File: src/rtl/load_store_unit_pkg.sv
// Shared core definitions: ALU control codes, load/store funct3
// codes, LSU state enum and byte-lane helper functions.
package load_store_unit_pkg;

  localparam logic [3:0] ALU_ADD  = 4'd0;
  localparam logic [3:0] ALU_SUB  = 4'd1;
  localparam logic [3:0] ALU_AND  = 4'd2;
  localparam logic [3:0] ALU_OR   = 4'd3;
  localparam logic [3:0] ALU_XOR  = 4'd4;
  localparam logic [3:0] ALU_SLL  = 4'd5;
  localparam logic [3:0] ALU_SRL  = 4'd6;
  localparam logic [3:0] ALU_SRA  = 4'd7;
  localparam logic [3:0] ALU_SLT  = 4'd8;
  localparam logic [3:0] ALU_SLTU = 4'd9;

  localparam logic [2:0] F3_B  = 3'd0;
  localparam logic [2:0] F3_H  = 3'd1;
  localparam logic [2:0] F3_W  = 3'd2;
  localparam logic [2:0] F3_BU = 3'd4;
  localparam logic [2:0] F3_HU = 3'd5;

  typedef enum logic [1:0] {
    IDLE,
    ACCESS,
    DONE
  } lsu_state_t;

  // Illegal size code or misaligned address for the access kind.
  function automatic logic is_exc(
    input logic       we,
    input logic [2:0] f3,
    input logic [1:0] off
  );
    logic bad;
    logic mis;
    if (we) bad = (f3 >= 3'd3);
    else    bad = (f3 == 3'd3) || (f3 == 3'd6) || (f3 == 3'd7);
    mis = ((f3[1:0] == 2'b01) && off[0]) ||
          ((f3[1:0] == 2'b10) && (off != 2'b00));
    return bad || mis;
  endfunction

  // Size is in f3[1:0] for both signed and unsigned loads.
  function automatic logic [3:0] lane_mask(
    input logic [2:0] f3,
    input logic [1:0] off
  );
    logic [3:0] m;
    case (f3[1:0])
      2'b00:   m = 4'b0001 << off;
      2'b01:   m = 4'b0011 << off;
      default: m = 4'b1111;
    endcase
    return m;
  endfunction

  function automatic logic [31:0] lane_data(
    input logic [2:0]  f3,
    input logic [31:0] wd
  );
    logic [31:0] d;
    case (f3[1:0])
      2'b00:   d = {4{wd[7:0]}};
      2'b01:   d = {2{wd[15:0]}};
      default: d = wd;
    endcase
    return d;
  endfunction

endpackage

File: src/rtl/load_store_unit_load_extend.sv
// load_extend: picks the byte/half addressed by addr[1:0] from the
// bus word and sign/zero extends it. in: funct3, addr, bus_rdata; out: result.
module load_extend
  import load_store_unit_pkg::*;
(
  input  logic [2:0]  funct3,
  input  logic [1:0]  addr,
  input  logic [31:0] bus_rdata,
  output logic [31:0] result
);

  logic [7:0]  b;
  logic [15:0] h;

  always_comb begin
    b      = bus_rdata[{addr, 3'b000} +: 8];
    h      = addr[1] ? bus_rdata[31:16] : bus_rdata[15:0];
    result = bus_rdata;
    case (funct3)
      F3_B:    result = {{24{b[7]}}, b};
      F3_H:    result = {{16{h[15]}}, h};
      F3_BU:   result = {24'd0, b};
      F3_HU:   result = {16'd0, h};
      default: result = bus_rdata;
    endcase
  end

endmodule

File: src/rtl/load_store_unit.sv
// load_store_unit: IDLE/ACCESS/DONE bus sequencer for loads and stores.
// Ports: core side (mem_read/write, funct3, addr, wdata, rdata, stall,
// done, addr_exc, bus_err) and a req/ready word bus with byte enables.
module load_store_unit
  import load_store_unit_pkg::*;
#(
  parameter int TIMEOUT_CYC = 16
) (
  input  logic        clk,
  input  logic        reset,
  input  logic        mem_read,
  input  logic        mem_write,
  input  logic [2:0]  funct3,
  input  logic [31:0] addr,
  input  logic [31:0] wdata,
  output logic [31:0] rdata,
  output logic        stall,
  output logic        done,
  output logic        addr_exc,
  output logic        bus_err,
  output logic        bus_req,
  output logic        bus_we,
  output logic [31:0] bus_addr,
  output logic [3:0]  bus_be,
  output logic [31:0] bus_wdata,
  input  logic        bus_ready,
  input  logic [31:0] bus_rdata
);

  localparam int CW = (TIMEOUT_CYC > 2) ? $clog2(TIMEOUT_CYC) : 1;
  localparam logic [CW-1:0] LAST = CW'(TIMEOUT_CYC - 1);

  lsu_state_t    state;
  logic [CW-1:0] cnt;
  logic [2:0]    f3_q;
  logic [1:0]    off_q;
  logic [31:0]   ext;
  logic          start;
  logic          exc;
  logic          go;

  // Store wins when both strobes are high, so exc checks the store rules.
  assign start    = mem_read | mem_write;
  assign exc      = is_exc(mem_write, funct3, addr[1:0]);
  assign addr_exc = (state == IDLE) && start && exc;
  assign go       = (state == IDLE) && start && !exc;
  assign stall    = go || (state == ACCESS);

  load_extend u_ext (
    .funct3    (f3_q),
    .addr      (off_q),
    .bus_rdata (bus_rdata),
    .result    (ext)
  );

  always_ff @(posedge clk) begin
    if (reset) begin
      state     <= IDLE;
      cnt       <= '0;
      rdata     <= '0;
      done      <= 1'b0;
      bus_err   <= 1'b0;
      bus_req   <= 1'b0;
      bus_we    <= 1'b0;
      bus_be    <= '0;
      bus_addr  <= '0;
      bus_wdata <= '0;
      f3_q      <= '0;
      off_q     <= '0;
    end else begin
      unique case (state)
        IDLE: begin
          done    <= 1'b0;
          bus_err <= 1'b0;
          if (go) begin
            state     <= ACCESS;
            cnt       <= '0;
            bus_req   <= 1'b1;
            bus_we    <= mem_write;
            bus_addr  <= {addr[31:2], 2'b00};
            bus_be    <= lane_mask(funct3, addr[1:0]);
            bus_wdata <= lane_data(funct3, wdata);
            f3_q      <= funct3;
            off_q     <= addr[1:0];
          end
        end
        ACCESS: begin
          if (bus_ready) begin
            state   <= DONE;
            done    <= 1'b1;
            rdata   <= bus_we ? 32'd0 : ext;
            bus_req <= 1'b0;
            bus_we  <= 1'b0;
            bus_be  <= '0;
          end else if (cnt == LAST) begin
            state   <= DONE;
            done    <= 1'b1;
            bus_err <= 1'b1;
            rdata   <= '0;
            bus_req <= 1'b0;
            bus_we  <= 1'b0;
            bus_be  <= '0;
          end else begin
            cnt <= cnt + 1'b1;
          end
        end
        DONE: begin
          state   <= IDLE;
          done    <= 1'b0;
          bus_err <= 1'b0;
        end
        default: state <= IDLE;
      endcase
    end
  end

endmodule

File: config.mk
export PLATFORM = sky130hd
export DESIGN_NAME = load_store_unit
export DESIGN_NICKNAME = d
export VERILOG_FILES = /design/src/rtl/load_store_unit_pkg.sv /design/src/rtl/load_store_unit_load_extend.sv /design/src/rtl/load_store_unit.sv
export SDC_FILE = /design/constraint.sdc
export NUM_CORES = 1
export LEC_CHECK = 0
export ABC_AREA = 0
export BUFFER_PORTS_ARGS = -buffer_cell sky130_fd_sc_hd__buf_2
export CAP_MARGIN = 20
export CORE_MARGIN = 8
export CORE_UTILIZATION = 28
export DETAILED_ROUTE_END_ITERATION = 8
export GPL_TIMING_DRIVEN = 0
export SLEW_MARGIN = 30
export SYNTH_ARGS = -nofsm -noshare
export SYNTH_HDL_FRONTEND = slang
export SYNTH_SLANG_ARGS = --single-unit
File: constraint.sdc
create_clock -name clk -period 2.3 [get_ports clk]
set_input_delay 0.345 -clock clk [delete_from_list [all_inputs] [get_ports clk]]
set_output_delay 0.345 -clock clk [all_outputs]
set_load 0.02 [all_outputs]
==> flow_metrics.py, run 1 <==
metrics = {
    "yosys": {
        "yosys.area_share.simple_pct": 20.3,
        "postSynthAreaPerCell_um2": 8.58,
        "synth_cell_types": 44,
        "synth-seq-cells": 113,
        "synth-main-ff-cell": "dfxtp_1",
        "synth-edff-count": 0,
        "yosys_warnings": 0,
        "synth_top_family_by_area": "compound AO/OA/AOI/OAI gates",
        "synth_compound_area_share_pct": 22.7,
        "yosys.area_share.adder_pct": 0.253,
        "ys_seq_area_share_pct": 45.7,
        "synthCells": 577,
        "postSynth.asyncResetShare_pct": 0,
        "synth_mux_area_share_pct": 5.00,
        "synthesis.area_mm2": 0.00495,
        "synth_xor_area_share_pct": 0,
    },
    "power": {
        "combPwrFrac_pct": 15.6,
        "p_int_mw": 4.19,
        "ir_drop_uv": 551,
        "power.net_switching_mw": 1.60,
        "p_total_mw": 5.80,
        "switching_share_pct": 27.7,
        "clock_power_share_pct": 47.7,
        "leakagePower_nw": 3.03,
        "p_seq_share_pct": 36.8,
        "p_per_area_mw_per_mm2": 840,
    },
    "floorplanning": {
        "start_util_pct": 28.6,
        "core-area_mm2": 0.0173,
        "die_width_um": 149,
        "dieArea_mm2": 0.0222,
        "rows": 48,
        "ios": 210,
        "die_y_um": 149,
    },
    "sta": {
        "tns_ns": 0,
        "worst_pin_slew_ns": 0.728,
        "drv_slew": 0,
        "setup_viol": 0,
        "fin_crit_ns": 2.08,
        "slew-limit-headroom_pct": 51.5,
        "fin_worst_skew_ns": 0.0129,
        "fmax_ghz": 0.481,
        "fin_hold_ws_ns": 0.165,
        "rsz0062_at_grt": "false",
        "finalHoldViolCount": 0,
        "post-route-period-util_pct": 90.4,
    },
    "final_layout": {
        "final_nets": 909,
        "final_area_mm2": 0.00690,
        "syn_to_final_growth_pct": 39.4,
        "final_cell_mix": "217 x buf_2, 123 x nand2_1, 113 x dfxtp_1",
        "antenna_cells": 0,
        "drive_gt1_share_pct": 34.3,
        "layout_commonest_cell": "buf_2",
        "fin_cells": 1042,
    },
    "worst_setup_path": {
        "max_stage_delay_ns": 0.35,
        "cp_data_required_time_ns": 1.96,
        "crit_chain": "nor2_1, o221ai_1, clkbuf_2, nand2_1, buf_2",
        "cp-start-kind": "flop",
        "worstSetupPathType": "reg2out",
        "critPathArrivalTime_ns": 1.74,
        "cp-end-kind": "primary output",
        "path_max_fanout": 10,
        "cpMaxStageDelayCell": "dfxtp_1",
    },
    "place": {
        "dp_cells": 1010,
        "dp_hpwl_um": 14200,
        "place.gp.congestion": 0.838,
        "placed_area_mm2": 0.00627,
        "port_buffers": 207,
    },
    "drt": {
        "drc_errors": 0,
        "drt_iter0_markers": 340,
        "drt-pass1-iter-count": 6,
        "via_per_inst": 4.80,
        "avgRoutedWirePerCell_um": 17.5,
        "vias": 5005,
        "wl_um": 18200,
        "postRouteAntennaNets": 0,
    },
    "clock_tree": {
        "clock_sinks": 113,
        "clockBufferDepth": 2,
        "htreeDepth": 4,
        "root_buffer": "clkbuf_16",
        "numCtsBuffers": 17,
        "path_clk_slew_ns": 0.06,
        "clk_latency_ns": 0.42,
        "postCtsSetupRepairBufs": 0,
        "cts_tree": "yes",
    },
    "global_route": {
        "grt_overflow": 0,
        "grt_max_degree": 17,
        "grt_pass1_wl_um": 27800,
        "grt_pass1_vias": 4953,
        "track_usage_pct": 16.1,
        "antenna_found_initial": 0,
    },
    "job": {
        "max_cap_viol_count": 0,
    },
    "min_path": {
        "min_path_type": "in2reg",
    },
    "run_status": {
        "status": "finished, final reports clean",
    },
}
synthesized netlist by cell type (2+ instances only):
library cell	n	area (µm²)
nand2_1	123	462
dfxtp_1	113	2260
a21oi_1	58	290
nor2_1	34	128
nand2b_1	28	175
a32o_1	24	240
clkbuf_1	23	86.3
o21ai_0	23	115
mux2i_1	18	180
a211oi_1	12	90.1
inv_1	12	45.0
buf_2	10	50.1
buf_4	9	67.6
a311oi_1	8	70.1
o221ai_1	8	70.1
nor3_1	7	35.0
o2bb2ai_1	7	61.3
a211o_1	6	52.6
and2_1	6	37.5
or2_2	6	37.5
o32ai_1	5	43.8
buf_6	4	45.0
mux2_2	4	45.0
a31oi_1	3	18.8
nand3_1	3	15.0
nand3b_1	3	22.5
nor2b_1	2	12.5
nor3b_1	2	15.0
state kept, by name, indices dropped and copies added (netlist names), 2 cells and up:
name and count:
off_q 2, state 2, cnt 4, rdata 32
bus_wdata 32, bus_addr 30, f3_q 3, bus_be 4
layer usage:
metal,part of all wire [%],GRT usage (%),vias to the layer above
met5,0,0,-
met4,1.7,6.06,0
met1,43,19.7,2326
li1,-,-,2488
met2,48,26.1,166
met3,7.0,4.79,25
power groups by stage:
| stage | clock network (mW) | logic, mW | registers (mW) |
|---|---|---|---|
| finish | 2.76 | 0.902 | 2.13 |
| global route | 2.91 | 0.983 | 2.15 |
| CTS | 2.81 | 0.909 | 2.13 |
| detailed placement | 0 | 0.905 | 2.17 |
| global placement | 0 | 0.907 | 2.17 |
| floorplan | 0 | 0.410 | 2.29 |
final cells by class:
class,count,area [µm²]
Buffer,47,254
Clock buffer,20,467
Clock inverter,12,154
Fill cell,1840,10400
Inverter,12,45.0
Multi-Input combinational cell,406,2400
Sequential cell,113,2260
Tap cell,225,282
Timing Repair Buffer,207,1040
worst max-delay path, delay by kind of cell, from the launching register on:
kind / cells / cell delay (ns)
AND/OR/NAND/NOR: 2 / 0.29
AO/OA/AOI/OAI: 1 / 0.22
flip-flops: 1 / 0.35
buffers and inverters: 2 / 0.46
worst paths after layout:
path	startpoint	endpoint	slack, ns	cells after the start
worst max-delay path	state[0]$_SDFFE_PP0P_	stall	0.22	5
worst min-delay path	addr[3]	bus_addr[3]$_SDFFE_PP0P_	0.17	3
worst max register to register	cnt[0]$_SDFFE_PP0P_	rdata[4]$_SDFFE_PP0P_	0.28	6
worst min register to register	bus_wdata[1]$_SDFFE_PP0P_	bus_wdata[1]$_SDFFE_PP0P_	0.45	2
what timing repair did:
action,in CTS,in global routing
setup endpoints to repair,0,9
endpoints found under the hold margin,0,0
gates resized for setup,0,3
hold buffers,0,0
through the flow:
step / worst slack, ns / util (%)
3_3_place_gp: 0.150 / 36.3
6_report: 0.220 / 39.9
3_5_place_dp: 0.159 / 36.3
2_1_floorplan: 0.500 / -
5_1_grt: 0.0563 / 39.9
4_1_cts: 0.0729 / 39.9
cells by family after synthesis:
family | Yosys count
mux | 23
flops | 113
simple gates | 219
fa+ha+maj | 1
other cells | 1
buf+inv | 59
compound gates | 161
Note: power is estimated with default switching activity, not from simulation.
==> run 2: changes to the inputs <==
BUFFER_PORTS_ARGS = -buffer_cell sky130_fd_sc_hd__clkbuf_2   (was -buffer_cell sky130_fd_sc_hd__buf_2)
PLACE_DENSITY = 0.57   (was default)
==> flow_metrics.py, run 2 (synthesis results as in run 1) <==
metrics = {
    "run_status": {
        "status": "finished, final reports clean",
    },
    "final_layout": {
        "final_nets": 909,
        "layout_commonest_cell": "clkbuf_2",
        "fill_cells": 1842,
        "reg_top3": "bus_wdata: 32 flops, rdata: 32 flops, bus_addr: 30 flops",
        "syn_to_final_growth_pct": 39.1,
        "final_area_mm2": 0.00689,
        "fin_util_pct": 39.8,
        "antenna_cells": 0,
        "final_cell_mix": "211 x clkbuf_2, 123 x nand2_1, 113 x dfxtp_1",
        "drive_gt1_share_pct": 34.4,
    },
    "global_route": {
        "grt_overflow": 0,
        "grt_max_degree": 17,
        "use_met1_pct": 19.7,
        "track_usage_pct": 16.3,
        "grtUsageMet2_pct": 26.4,
        "grt_use_met3_pct": 5.22,
        "grt_pass1_vias": 5075,
        "grt_pass1_wl_um": 28500,
        "antenna_found_initial": 0,
        "busiest_layer": "met2",
    },
    "sta": {
        "slew-limit-headroom_pct": 53.3,
        "rsz0062_at_grt": "false",
        "post-route-period-util_pct": 92.5,
        "finalHoldViolCount": 0,
        "worst_pin_slew_ns": 0.701,
        "fmax_ghz": 0.470,
        "drv_slew": 0,
        "tns_ns": 0,
        "setup_viol": 0,
        "fin_crit_ns": 2.13,
        "setup_slack_ns": 0.172,
        "fin_worst_skew_ns": 0.00532,
    },
    "clock_tree": {
        "root_buffer": "clkbuf_16",
        "htreeDepth": 4,
        "path_clk_slew_ns": 0.05,
        "clockBufferDepth": 2,
        "clock_sinks": 113,
        "cts_tree": "yes",
        "numCtsBuffers": 17,
        "clk_latency_ns": 0.41,
    },
    "place": {
        "place.gp.congestion": 0.840,
        "port_buffers": 207,
        "placed_area_mm2": 0.00627,
        "place_ws_ns": 0.120,
        "dp_hpwl_um": 14300,
    },
    "drt": {
        "avgRoutedWirePerCell_um": 17.7,
        "wl_um": 18500,
        "drc_errors": 0,
        "vias": 5042,
        "via_per_inst": 4.84,
        "postRouteAntennaNets": 0,
        "drt_iter0_markers": 267,
        "drt-pass1-iter-count": 4,
    },
    "worst_setup_path": {
        "worstSetupPathType": "reg2out",
        "rr_worst_depth": 5,
        "cp-start-kind": "flop",
        "crit_path_end": "stall",
        "path_max_fanout": 10,
        "r2r_setup_slack_ns": 0.30,
        "critPathArrivalTime_ns": 1.78,
        "r2r_end": "cnt[3]$_SDFFE_PP0P_",
        "rr_startpoint": "cnt[0]$_SDFFE_PP0P_",
        "cp_data_required_time_ns": 1.96,
        "cp-end-kind": "primary output",
        "worstSetupStartpoint": "state[0]$_SDFFE_PP0P_",
    },
    "job": {
        "max_cap_viol_count": 0,
    },
    "power": {
        "leakagePower_nw": 2.98,
        "p_per_area_mw_per_mm2": 834,
        "ir_drop_uv": 501,
    },
    "floorplanning": {
        "ios": 210,
        "core-area_mm2": 0.0173,
        "start_util_pct": 28.6,
        "die_width_um": 149,
        "dieArea_mm2": 0.0222,
        "die_y_um": 149,
        "rows": 48,
    },
    "min_path": {
        "min_path_type": "in2reg",
        "hp-start": "addr[21]",
    },
}
[run 2: area by class of cell]
cell class | count | area (µm²) | area share (%)
Buffer | 47 | 258 | 3.74
Sequential cell | 113 | 2260 | 32.8
Clock buffer | 21 | 470 | 6.83
Tap cell | 225 | 282 | 4.09
Timing Repair Buffer | 207 | 1040 | 15.0
Multi-Input combinational cell | 406 | 2400 | 34.9
Clock inverter | 10 | 134 | 1.94
Inverter | 12 | 45.0 | 0.654
[run 2: how the worst min path moves through the flow]
stage,slack (ns),to,cells past startpoint
5_1_grt,0.15,bus_addr[3]$_SDFFE_PP0P_,3
4_1_cts,0.14,bus_addr[21]$_SDFFE_PP0P_,3
3_3_place_gp,0.44,bus_addr[16]$_SDFFE_PP0P_,2
3_5_place_dp,0.45,bus_addr[15]$_SDFFE_PP0P_,2
2_1_floorplan,0.47,f3_q[2]$_SDFFE_PP0P_,2
6_report,0.15,bus_addr[21]$_SDFFE_PP0P_,3
[run 2: metrics by stage]
step                      hold WS (ns)  instances  power, mW
final                            0.150       1041       5.74
after global routing             0.146       1041       6.00
after CTS                        0.136       1041       5.81
after detailed placement         0.449       1010       3.08
after global placement           0.441       1010       3.08
after floorplan                  0.470        578       2.70
[run 2: report_power, final]
group | internal (mW) | leakage (nW) | switching (mW)
combinational | 0.329 | 1.77 | 0.572
clock | 1.78 | 0.295 | 0.932
sequential | 2.07 | 0.921 | 0.0652
total | 4.18 | 2.98 | 1.57
[run 2: worst max-delay path, stage by stage (launching register included)]
cell,delay (ns)
dfxtp_1,0.35
nor2_1,0.21
o221ai_1,0.23
clkbuf_2,0.30
nand2_1,0.11
clkbuf_2,0.17
[run 2: metal layers]
| metal | vias up | part of all wire [%] |
|---|---|---|
| li1 | 2496 | - |
| met1 | 2353 | 43 |
| met2 | 168 | 48 |
| met3 | 25 | 7.2 |
| met4 | 0 | 2.1 |
| met5 | - | 0 |
[run 2: timing repair]
action | in CTS | in global routing
resized for setup | 0 | 9
setup endpoints to repair | 0 | 27
buffers inserted | 0 | 0
hold buffers | 0 | 0
